File: config.mk
export PLATFORM = sky130hd
export DESIGN_NAME = gray_column_converter
export DESIGN_NICKNAME = d
export VERILOG_FILES = /design/src/rtl/gray_pkg.sv /design/src/rtl/gray_out_fifo.sv /design/src/rtl/gray_column_converter.sv
export SDC_FILE = /design/constraint.sdc
export NUM_CORES = 2
export LEC_CHECK = 0
export ABC_AREA = 1
export BUFFER_PORTS_ARGS = -buffer_cell sky130_fd_sc_hd__buf_2
export CORE_MARGIN = 1.5
export CORE_UTILIZATION = 30
export CTS_CLUSTER_DIAMETER = 40
export CTS_CLUSTER_SIZE = 25
export DETAILED_ROUTE_END_ITERATION = 8
export GPL_TIMING_DRIVEN = 0
export SYNTH_ARGS = -nofsm -noshare
export SYNTH_HDL_FRONTEND = slang
export SYNTH_SLANG_ARGS = --single-unit
File: constraint.sdc
create_clock -name pclk -period 11.02 [get_ports pclk]
set_input_delay 2.204 -clock pclk [delete_from_list [all_inputs] [get_ports pclk]]
set_output_delay 2.204 -clock pclk [all_outputs]
set_load 0.01 [all_outputs]
File: src/rtl/gray_pkg.sv
// Shared definitions for the gray column converter: luma coefficients,
// info-byte layout and a reference RGB565 -> 8-bit luma function.
package gray_pkg;

    // Luma weights; they sum to 256 so the >>8 keeps full scale at 255.
    localparam logic [7:0] COEF_R = 8'd77;
    localparam logic [7:0] COEF_G = 8'd150;
    localparam logic [7:0] COEF_B = 8'd29;

    // Info byte layout: {rsvd, cam[2:0], third[1:0], sof, eof}
    localparam int unsigned INFO_EOF      = 0;
    localparam int unsigned INFO_SOF      = 1;
    localparam int unsigned INFO_THIRD_LO = 2;
    localparam int unsigned INFO_THIRD_HI = 3;
    localparam int unsigned INFO_CAM_LO   = 4;
    localparam int unsigned INFO_CAM_HI   = 6;

    typedef enum logic [1:0] {
        THIRD_LEFT   = 2'b00,
        THIRD_CENTER = 2'b01,
        THIRD_RIGHT  = 2'b10,
        THIRD_RSVD   = 2'b11
    } third_e;

    typedef struct packed {
        logic       rsvd;
        logic [2:0] cam;
        third_e     third;
        logic       sof;
        logic       eof;
    } info_t;

    // Replicate the top bits so 5/6-bit full scale maps onto 255.
    function automatic logic [7:0] expand5(input logic [4:0] v);
        return {v, v[4:2]};
    endfunction

    function automatic logic [7:0] expand6(input logic [5:0] v);
        return {v, v[5:4]};
    endfunction

    function automatic logic [7:0] rgb565_to_y(input logic [15:0] px);
        logic [15:0] sum;
        sum = 16'(expand5(px[15:11])) * 16'(COEF_R)
            + 16'(expand6(px[10:5]))  * 16'(COEF_G)
            + 16'(expand5(px[4:0]))   * 16'(COEF_B);
        return 8'(sum >> 8);
    endfunction

endpackage

File: src/rtl/gray_out_fifo.sv
// Single-clock show-ahead FIFO with occupancy count.
// Ports: pclk/pclk_reset (sync clear), i_push/i_data write side,
// i_pop read side, o_data head word, o_valid head present,
// o_full, o_count occupancy.
// A push into a full FIFO succeeds only when a pop happens in the same cycle.
module gray_out_fifo #(
    parameter int unsigned WIDTH = 136,
    parameter int unsigned DEPTH = 8
) (
    input  logic                       pclk,
    input  logic                       pclk_reset,
    input  logic                       i_push,
    input  logic [WIDTH-1:0]           i_data,
    input  logic                       i_pop,
    output logic [WIDTH-1:0]           o_data,
    output logic                       o_valid,
    output logic                       o_full,
    output logic [$clog2(DEPTH):0]     o_count
);

    localparam int unsigned AW = $clog2(DEPTH);
    localparam int unsigned CW = AW + 1;

    logic [WIDTH-1:0] r_mem [DEPTH];
    logic [AW-1:0]    r_wr_ptr;
    logic [AW-1:0]    r_rd_ptr;
    logic [CW-1:0]    r_count;

    logic w_full;
    logic w_empty;
    logic w_do_pop;
    logic w_do_push;

    assign w_full    = (r_count == CW'(DEPTH));
    assign w_empty   = (r_count == '0);
    assign w_do_pop  = i_pop && !w_empty;
    assign w_do_push = i_push && (!w_full || w_do_pop);

    always_ff @(posedge pclk) begin
        if (pclk_reset) begin
            r_wr_ptr <= '0;
            r_rd_ptr <= '0;
            r_count  <= '0;
        end else begin
            if (w_do_push) r_wr_ptr <= r_wr_ptr + AW'(1);
            if (w_do_pop)  r_rd_ptr <= r_rd_ptr + AW'(1);
            r_count <= r_count + CW'(w_do_push) - CW'(w_do_pop);
        end
    end

    always_ff @(posedge pclk) begin
        if (w_do_push) r_mem[r_wr_ptr] <= i_data;
    end

    assign o_data  = r_mem[r_rd_ptr];
    assign o_valid = !w_empty;
    assign o_full  = w_full;
    assign o_count = r_count;

endmodule

File: src/rtl/gray_column_converter.sv
// Converts 16 RGB565 pixels per column word to 8-bit luma through a
// two-stage pipeline, checks SOF/EOF sequencing and buffers results.
// Ports: pclk/pclk_reset; in_data/in_valid from the column reader with
// in_almost_full backpressure; out_data/out_info/out_valid/out_ready
// show-ahead output; frame_done pulse; sticky seq_error and overflow.
module gray_column_converter
    import gray_pkg::*;
#(
    parameter int unsigned frame_lines       = 480,
    parameter int unsigned frame_third_width = 240,
    parameter int unsigned center_width      = 304,
    parameter int unsigned fifo_depth        = 8
) (
    input  logic         pclk,
    input  logic         pclk_reset,
    input  logic [263:0] in_data,
    input  logic         in_valid,
    output logic         in_almost_full,
    output logic [127:0] out_data,
    output logic [7:0]   out_info,
    output logic         out_valid,
    input  logic         out_ready,
    output logic         frame_done,
    output logic         seq_error,
    output logic         overflow
);

    localparam int unsigned CW    = $clog2(fifo_depth) + 1;
    localparam int unsigned OCC_W = CW + 1;
    localparam logic [9:0] LAST_LINE    = 10'(frame_lines - 1);
    localparam logic [7:0] END_COL_CTR  = 8'(center_width / 16 - 1);
    localparam logic [7:0] END_COL_SIDE = 8'(frame_third_width / 16 - 1);

    info_t w_in_info;
    assign w_in_info = info_t'(in_data[263:256]);

    // Stage 1: per-channel products
    logic [15:0] r_s1_pr [16];
    logic [15:0] r_s1_pg [16];
    logic [15:0] r_s1_pb [16];
    info_t       r_s1_info;
    logic        r_s1_valid;

    // Stage 2: truncated luma
    logic [127:0] r_s2_gray;
    info_t        r_s2_info;
    logic         r_s2_valid;

    always_ff @(posedge pclk) begin
        if (pclk_reset) begin
            r_s1_valid <= 1'b0;
            r_s2_valid <= 1'b0;
        end else begin
            r_s1_valid <= in_valid;
            r_s2_valid <= r_s1_valid;
        end
    end

    always_ff @(posedge pclk) begin
        r_s1_info <= w_in_info;
        r_s2_info <= r_s1_info;
        for (int unsigned i = 0; i < 16; i++) begin
            r_s1_pr[i] <= 16'(expand5(in_data[16*i+11 +: 5])) * 16'(COEF_R);
            r_s1_pg[i] <= 16'(expand6(in_data[16*i+5  +: 6])) * 16'(COEF_G);
            r_s1_pb[i] <= 16'(expand5(in_data[16*i    +: 5])) * 16'(COEF_B);
            r_s2_gray[8*i +: 8] <= 8'((r_s1_pr[i] + r_s1_pg[i] + r_s1_pb[i]) >> 8);
        end
    end

    // Sequence checker
    logic [9:0] r_line_cnt;
    logic [7:0] r_col_cnt;
    logic       r_seq_error;
    logic [7:0] w_end_col;
    logic       w_exp_sof;
    logic       w_exp_eof;

    assign w_end_col = (w_in_info.third == THIRD_CENTER) ? END_COL_CTR : END_COL_SIDE;
    assign w_exp_sof = (r_line_cnt == '0) && (r_col_cnt == '0);
    assign w_exp_eof = (r_line_cnt == LAST_LINE) && (r_col_cnt == w_end_col);

    always_ff @(posedge pclk) begin
        if (pclk_reset) begin
            r_line_cnt  <= '0;
            r_col_cnt   <= '0;
            r_seq_error <= 1'b0;
        end else if (in_valid) begin
            if ((w_in_info.sof != w_exp_sof) || (w_in_info.eof != w_exp_eof))
                r_seq_error <= 1'b1;
            // sof resynchronises to the state after a frame's first word
            if (w_in_info.sof) begin
                r_line_cnt <= 10'd1;
                r_col_cnt  <= '0;
            end else if (w_in_info.eof) begin
                r_line_cnt <= '0;
                r_col_cnt  <= '0;
            end else if (r_line_cnt == LAST_LINE) begin
                r_line_cnt <= '0;
                r_col_cnt  <= r_col_cnt + 8'd1;
            end else begin
                r_line_cnt <= r_line_cnt + 10'd1;
            end
        end
    end

    // Output FIFO
    logic [135:0]  w_fifo_rdata;
    logic          w_fifo_valid;
    logic          w_fifo_full;
    logic [CW-1:0] w_fifo_count;
    logic          w_pop;
    info_t         w_head_info;

    assign w_pop       = w_fifo_valid && out_ready;
    assign w_head_info = info_t'(w_fifo_rdata[135:128]);

    gray_out_fifo #(
        .WIDTH (136),
        .DEPTH (fifo_depth)
    ) u_fifo (
        .pclk       (pclk),
        .pclk_reset (pclk_reset),
        .i_push     (r_s2_valid),
        .i_data     ({r_s2_info, r_s2_gray}),
        .i_pop      (w_pop),
        .o_data     (w_fifo_rdata),
        .o_valid    (w_fifo_valid),
        .o_full     (w_fifo_full),
        .o_count    (w_fifo_count)
    );

    // Credit: words already committed to the FIFO or still in the pipeline
    logic [OCC_W-1:0] w_occ;
    logic             r_almost_full;
    logic             r_overflow;
    logic             r_frame_done;

    assign w_occ = OCC_W'(w_fifo_count) + OCC_W'(r_s1_valid) + OCC_W'(r_s2_valid);

    always_ff @(posedge pclk) begin
        if (pclk_reset) begin
            r_almost_full <= 1'b0;
            r_overflow    <= 1'b0;
            r_frame_done  <= 1'b0;
        end else begin
            r_almost_full <= (w_occ >= OCC_W'(fifo_depth - 4));
            if (r_s2_valid && w_fifo_full && !w_pop)
                r_overflow <= 1'b1;
            r_frame_done <= w_pop && w_head_info.eof;
        end
    end

    assign in_almost_full = r_almost_full;
    assign out_data       = w_fifo_rdata[127:0];
    assign out_info       = w_fifo_rdata[135:128];
    assign out_valid      = w_fifo_valid;
    assign frame_done     = r_frame_done;
    assign seq_error      = r_seq_error;
    assign overflow       = r_overflow;

endmodule
==> flow_metrics.tcl <==
set metrics [dict create \
    rsz0062_at_grt "false" \
    period_minus_slack_ns 6.303 \
    p_total_uw 42050 \
    max_freq_mhz 158.7 \
    hold_path.class "reg2reg" \
    wire_per_inst_um 17.02 \
    initial_core_util 0.3013 \
    startpoint_type "flip-flop" \
    outcome "finished clean" \
    cts_buffer_depth 4 \
    antenna_found_initial 91 \
    worstSetupPathType "reg2out" \
    multiInputGateArea_mm2 0.06429 \
    synth_edf_count 1088 \
    cts_root_buffer "clkbuf_16" \
    leakage_uw 0.06543 \
    cts_made_buffers 296 \
    drt_first_pass_iters 7 \
    syn-cell-area_mm2 0.1213 \
    grt_overflow 0 \
    final-setup-viol-count 0 \
    whs_endpoint "r_s2_info[4]" \
    layout.cells.non_filler 18640 \
    clock_latency_ns 0.93 \
    crit_fanout 10 \
    htreeDepth 5 \
    grt_pass1_vias 86390 \
    core_mm2 0.4026 \
    min_from "r_s1_info[4]" \
    synthArstFlopShare 0 \
    nNetsFinal 15610 \
    cts_resized 0 \
    drv_slew 0 \
    period_share 0.5719 \
    worst_slew_pin_slew_ns 1.349 \
    fp-row-count 233 \
    fp.dieW_um 638.9 \
    reg2reg_from "u_fifo.o_count[2]" \
    track_usage 0.1539 \
    final_util 0.3527 \
    drt_iter0_markers 4842 \
    grt_pass1_wl_um 490700 \
    postRouteAntennaNets 0 \
    syn_inst 12200 \
    die-area_mm2 0.4082 \
    critPathSlowestCell "clkbuf_2" \
    ys_seq_elements 1957 \
    fillCellCount 40290 \
    path_delay_family "buffers and inverters" \
    die_h_um 638.9 \
    syn_nets 14860 \
    crit_buf_inv 4 \
    finClkSkew_ns 0.04630 \
    ys_seq_area_frac 0.4127 \
    path_cells "buf_2 > clkbuf_2 > clkbuf_1 > o32ai_1 > nand2_1 > nand2_1 > buf_2" \
    r2r_cells 12 \
    reg2reg_to "u_fifo.r_mem[6][81]" \
    io_buffers 407 \
    gp_congestion 0.8985 \
    via_per_inst 4.606 \
    required_ns 8.82 \
    drive_above_1_share 0.08283 \
    regArea_mm2 0.05007 \
    synth_ff_type "edfxtp_1" \
    crit_arrival_ns 4.10 \
    clk_pin_slew_worst_paths_ns 0.06 \
    vias 85870 \
    tritoncts "done" \
    hold_slack_ns 0.3233 \
    ff2ff_setup_slack_ns 7.30 \
    powerDensity_mw_per_mm2 296.1 \
    holdPathStages 0 \
    dp_hpwl_um 244100 \
    drc 0 \
    ys_types 42 \
    ys_warn_count 0 \
    max_stage_delay_ns 0.68 \
    max_slew_margin 0.1007 \
    cts_num_sinks 1957 \
    dpl.cell_count 18070 \
    drt-total-wl_um 317300 \
    cts_hold_buf 0 \
    areaGrowthSynthToFinish_pct 17.06 \
    post_cts_buffers 0 \
    drv_cap 0 \
    grt_max_degree 27 \
    num_io_pins 409 \
    avgSynthCellArea_um2 9.942 \
    hold_viol 0 \
    critPathCaptureType "primary output" \
    vdd_drop_max_mv 0.1986 \
]
[Yosys cell counts, types with 20 or more instances]
cell,number,area share
nand2_1,1910,0.059
ha_1,1792,0.18
inv_1,1616,0.050
nor2_1,1267,0.039
edfxtp_1,1088,0.27
dfxtp_1,869,0.14
a21oi_1,600,0.025
fa_1,594,0.098
nand3_1,522,0.022
o21ai_0,515,0.021
xor2_1,369,0.027
o32ai_1,270,0.019
xnor2_1,118,0.0085
nand4_1,104,0.0054
clkbuf_1,96,0.0030
buf_2,90,0.0037
o21bai_1,90,0.0056
a21o_1,57,0.0035
a31oi_1,37,0.0019
nor3_1,35,0.0014
nand3b_1,23,0.0014
a221oi_1,20,0.0014
o21a_1,20,0.0012
[per-layer routing]
layer	track usage	wire, µm
met4	0.07454	16780
met2	0.2582	148000
met5	0	228
met1	0.1922	136800
met3	0.02452	15500
[worst max path at each step]
stage,from,to,cells after the start
2_1_floorplan,out_ready,u_fifo.r_mem[0][0],6
3_3_place_gp,out_ready,u_fifo.r_mem[1][71],7
3_5_place_dp,flip-flop,out_data[82],7
4_1_cts,flip-flop,out_data[82],7
5_1_grt,flip-flop,out_data[82],7
6_report,flip-flop,out_data[33],7
[worst register-to-register path: stages (launching register included)]
cell and delay (ns):
dfxtp_1 0.38, inv_1 0.10, ha_1 0.20, nand2_1 0.21, nand2_1 0.24, nand2_1 0.11, nand2_1 0.16, inv_1 0.13
nand2_1 0.26, nor2_4 0.78, buf_12 0.29, buf_12 0.26, buf_12 0.24
[where the power goes]
part | total, µW | internal, µW | switching, µW
Clock | 9800 | 6010 | 3790
Sequential | 11000 | 9780 | 1180
Combinational | 21300 | 7250 | 14000
Total | 42000 | 23000 | 19000
[layout by cell type (no fill, tap or decap), types with 11 or more instances in the layout]
| cell | Yosys | layout |
|---|---|---|
| bufinv_16 | 0 | 30 |
| nand3_1 | 522 | 522 |
| buf_12 | 0 | 35 |
| o21bai_1 | 90 | 90 |
| buf_16 | 0 | 16 |
| o21a_1 | 20 | 20 |
| a221oi_1 | 20 | 20 |
| clkinv_8 | 0 | 16 |
| a21o_1 | 57 | 57 |
| inv_8 | 0 | 17 |
| inv_1 | 1616 | 1616 |
| inv_6 | 0 | 34 |
| xor2_1 | 369 | 369 |
| nand4_1 | 104 | 104 |
| clkinv_16 | 0 | 14 |
| clkbuf_16 | 0 | 300 |
| o211ai_1 | 18 | 18 |
| a31oi_1 | 37 | 37 |
| o21ai_0 | 515 | 515 |
| nand3b_1 | 23 | 23 |
| buf_2 | 90 | 497 |
| diode_2 | 0 | 30 |
| nand2_1 | 1910 | 1910 |
| or2_2 | 11 | 11 |
| clkinv_4 | 0 | 28 |
| clkinvlp_4 | 0 | 19 |
| buf_1 | 19 | 19 |
| xnor2_1 | 118 | 118 |
| edfxtp_1 | 1088 | 1088 |
| nor3_1 | 35 | 35 |
| fa_1 | 594 | 594 |
| clkinv_2 | 0 | 25 |
| clkbuf_8 | 0 | 19 |
| o32ai_1 | 270 | 270 |
| nor2_1 | 1267 | 1259 |
| ha_1 | 1792 | 1792 |
| dfxtp_1 | 869 | 869 |
| clkbuf_1 | 96 | 121 |
| a21oi_1 | 600 | 600 |
[cells by family after synthesis]
| family | Yosys count | share of synthesized area |
|---|---|---|
| adder cells (fa/ha/maj) | 2386 | 0.2829 |
| AND/OR/NAND/NOR | 3885 | 0.1294 |
| flip-flops | 1957 | 0.4127 |
| XOR/XNOR | 487 | 0.03516 |
| AO/OA/AOI/OAI | 1657 | 0.08211 |
| buffers and inverters | 1830 | 0.05777 |
[sequential cells by signal (all words and copies together), names as in the netlist, 3 cells and up, named ones only]
signal and flops:
r_s1_pb 208, r_s1_pg 240, u_fifo.r_wr_ptr 3, u_fifo.r_rd_ptr 3, u_fifo.o_count 4, r_s1_pr 240
r_line_cnt 10, r_s2_info 8, r_s1_info 8, u_fifo.r_mem 1088, r_s2_gray 128, r_col_cnt 8
[per-stage QoR]
stage               setup slack (ns)  area [µm²]  TNS [ns]
floorplan                      2.054      121300         0
global placement              -4.389      130100  -4435.51
detailed placement             5.525      131300         0
CTS                            4.516      141900         0
global route                   4.515      142000         0
finish                         4.717      142000         0
[layout make-up]
cell class,count,area share
Antenna cell,30,0.0005286
Inverter,1618,0.04277
Clock inverter,199,0.01920
Timing Repair Buffer,459,0.02248
Multi-Input combinational cell,8415,0.4527
Tap cell,5405,0.04762
Sequential cell,1957,0.3526
Buffer,212,0.006617
Clock buffer,348,0.05547
No activity file was read; power rests on OpenSTA's default activity.
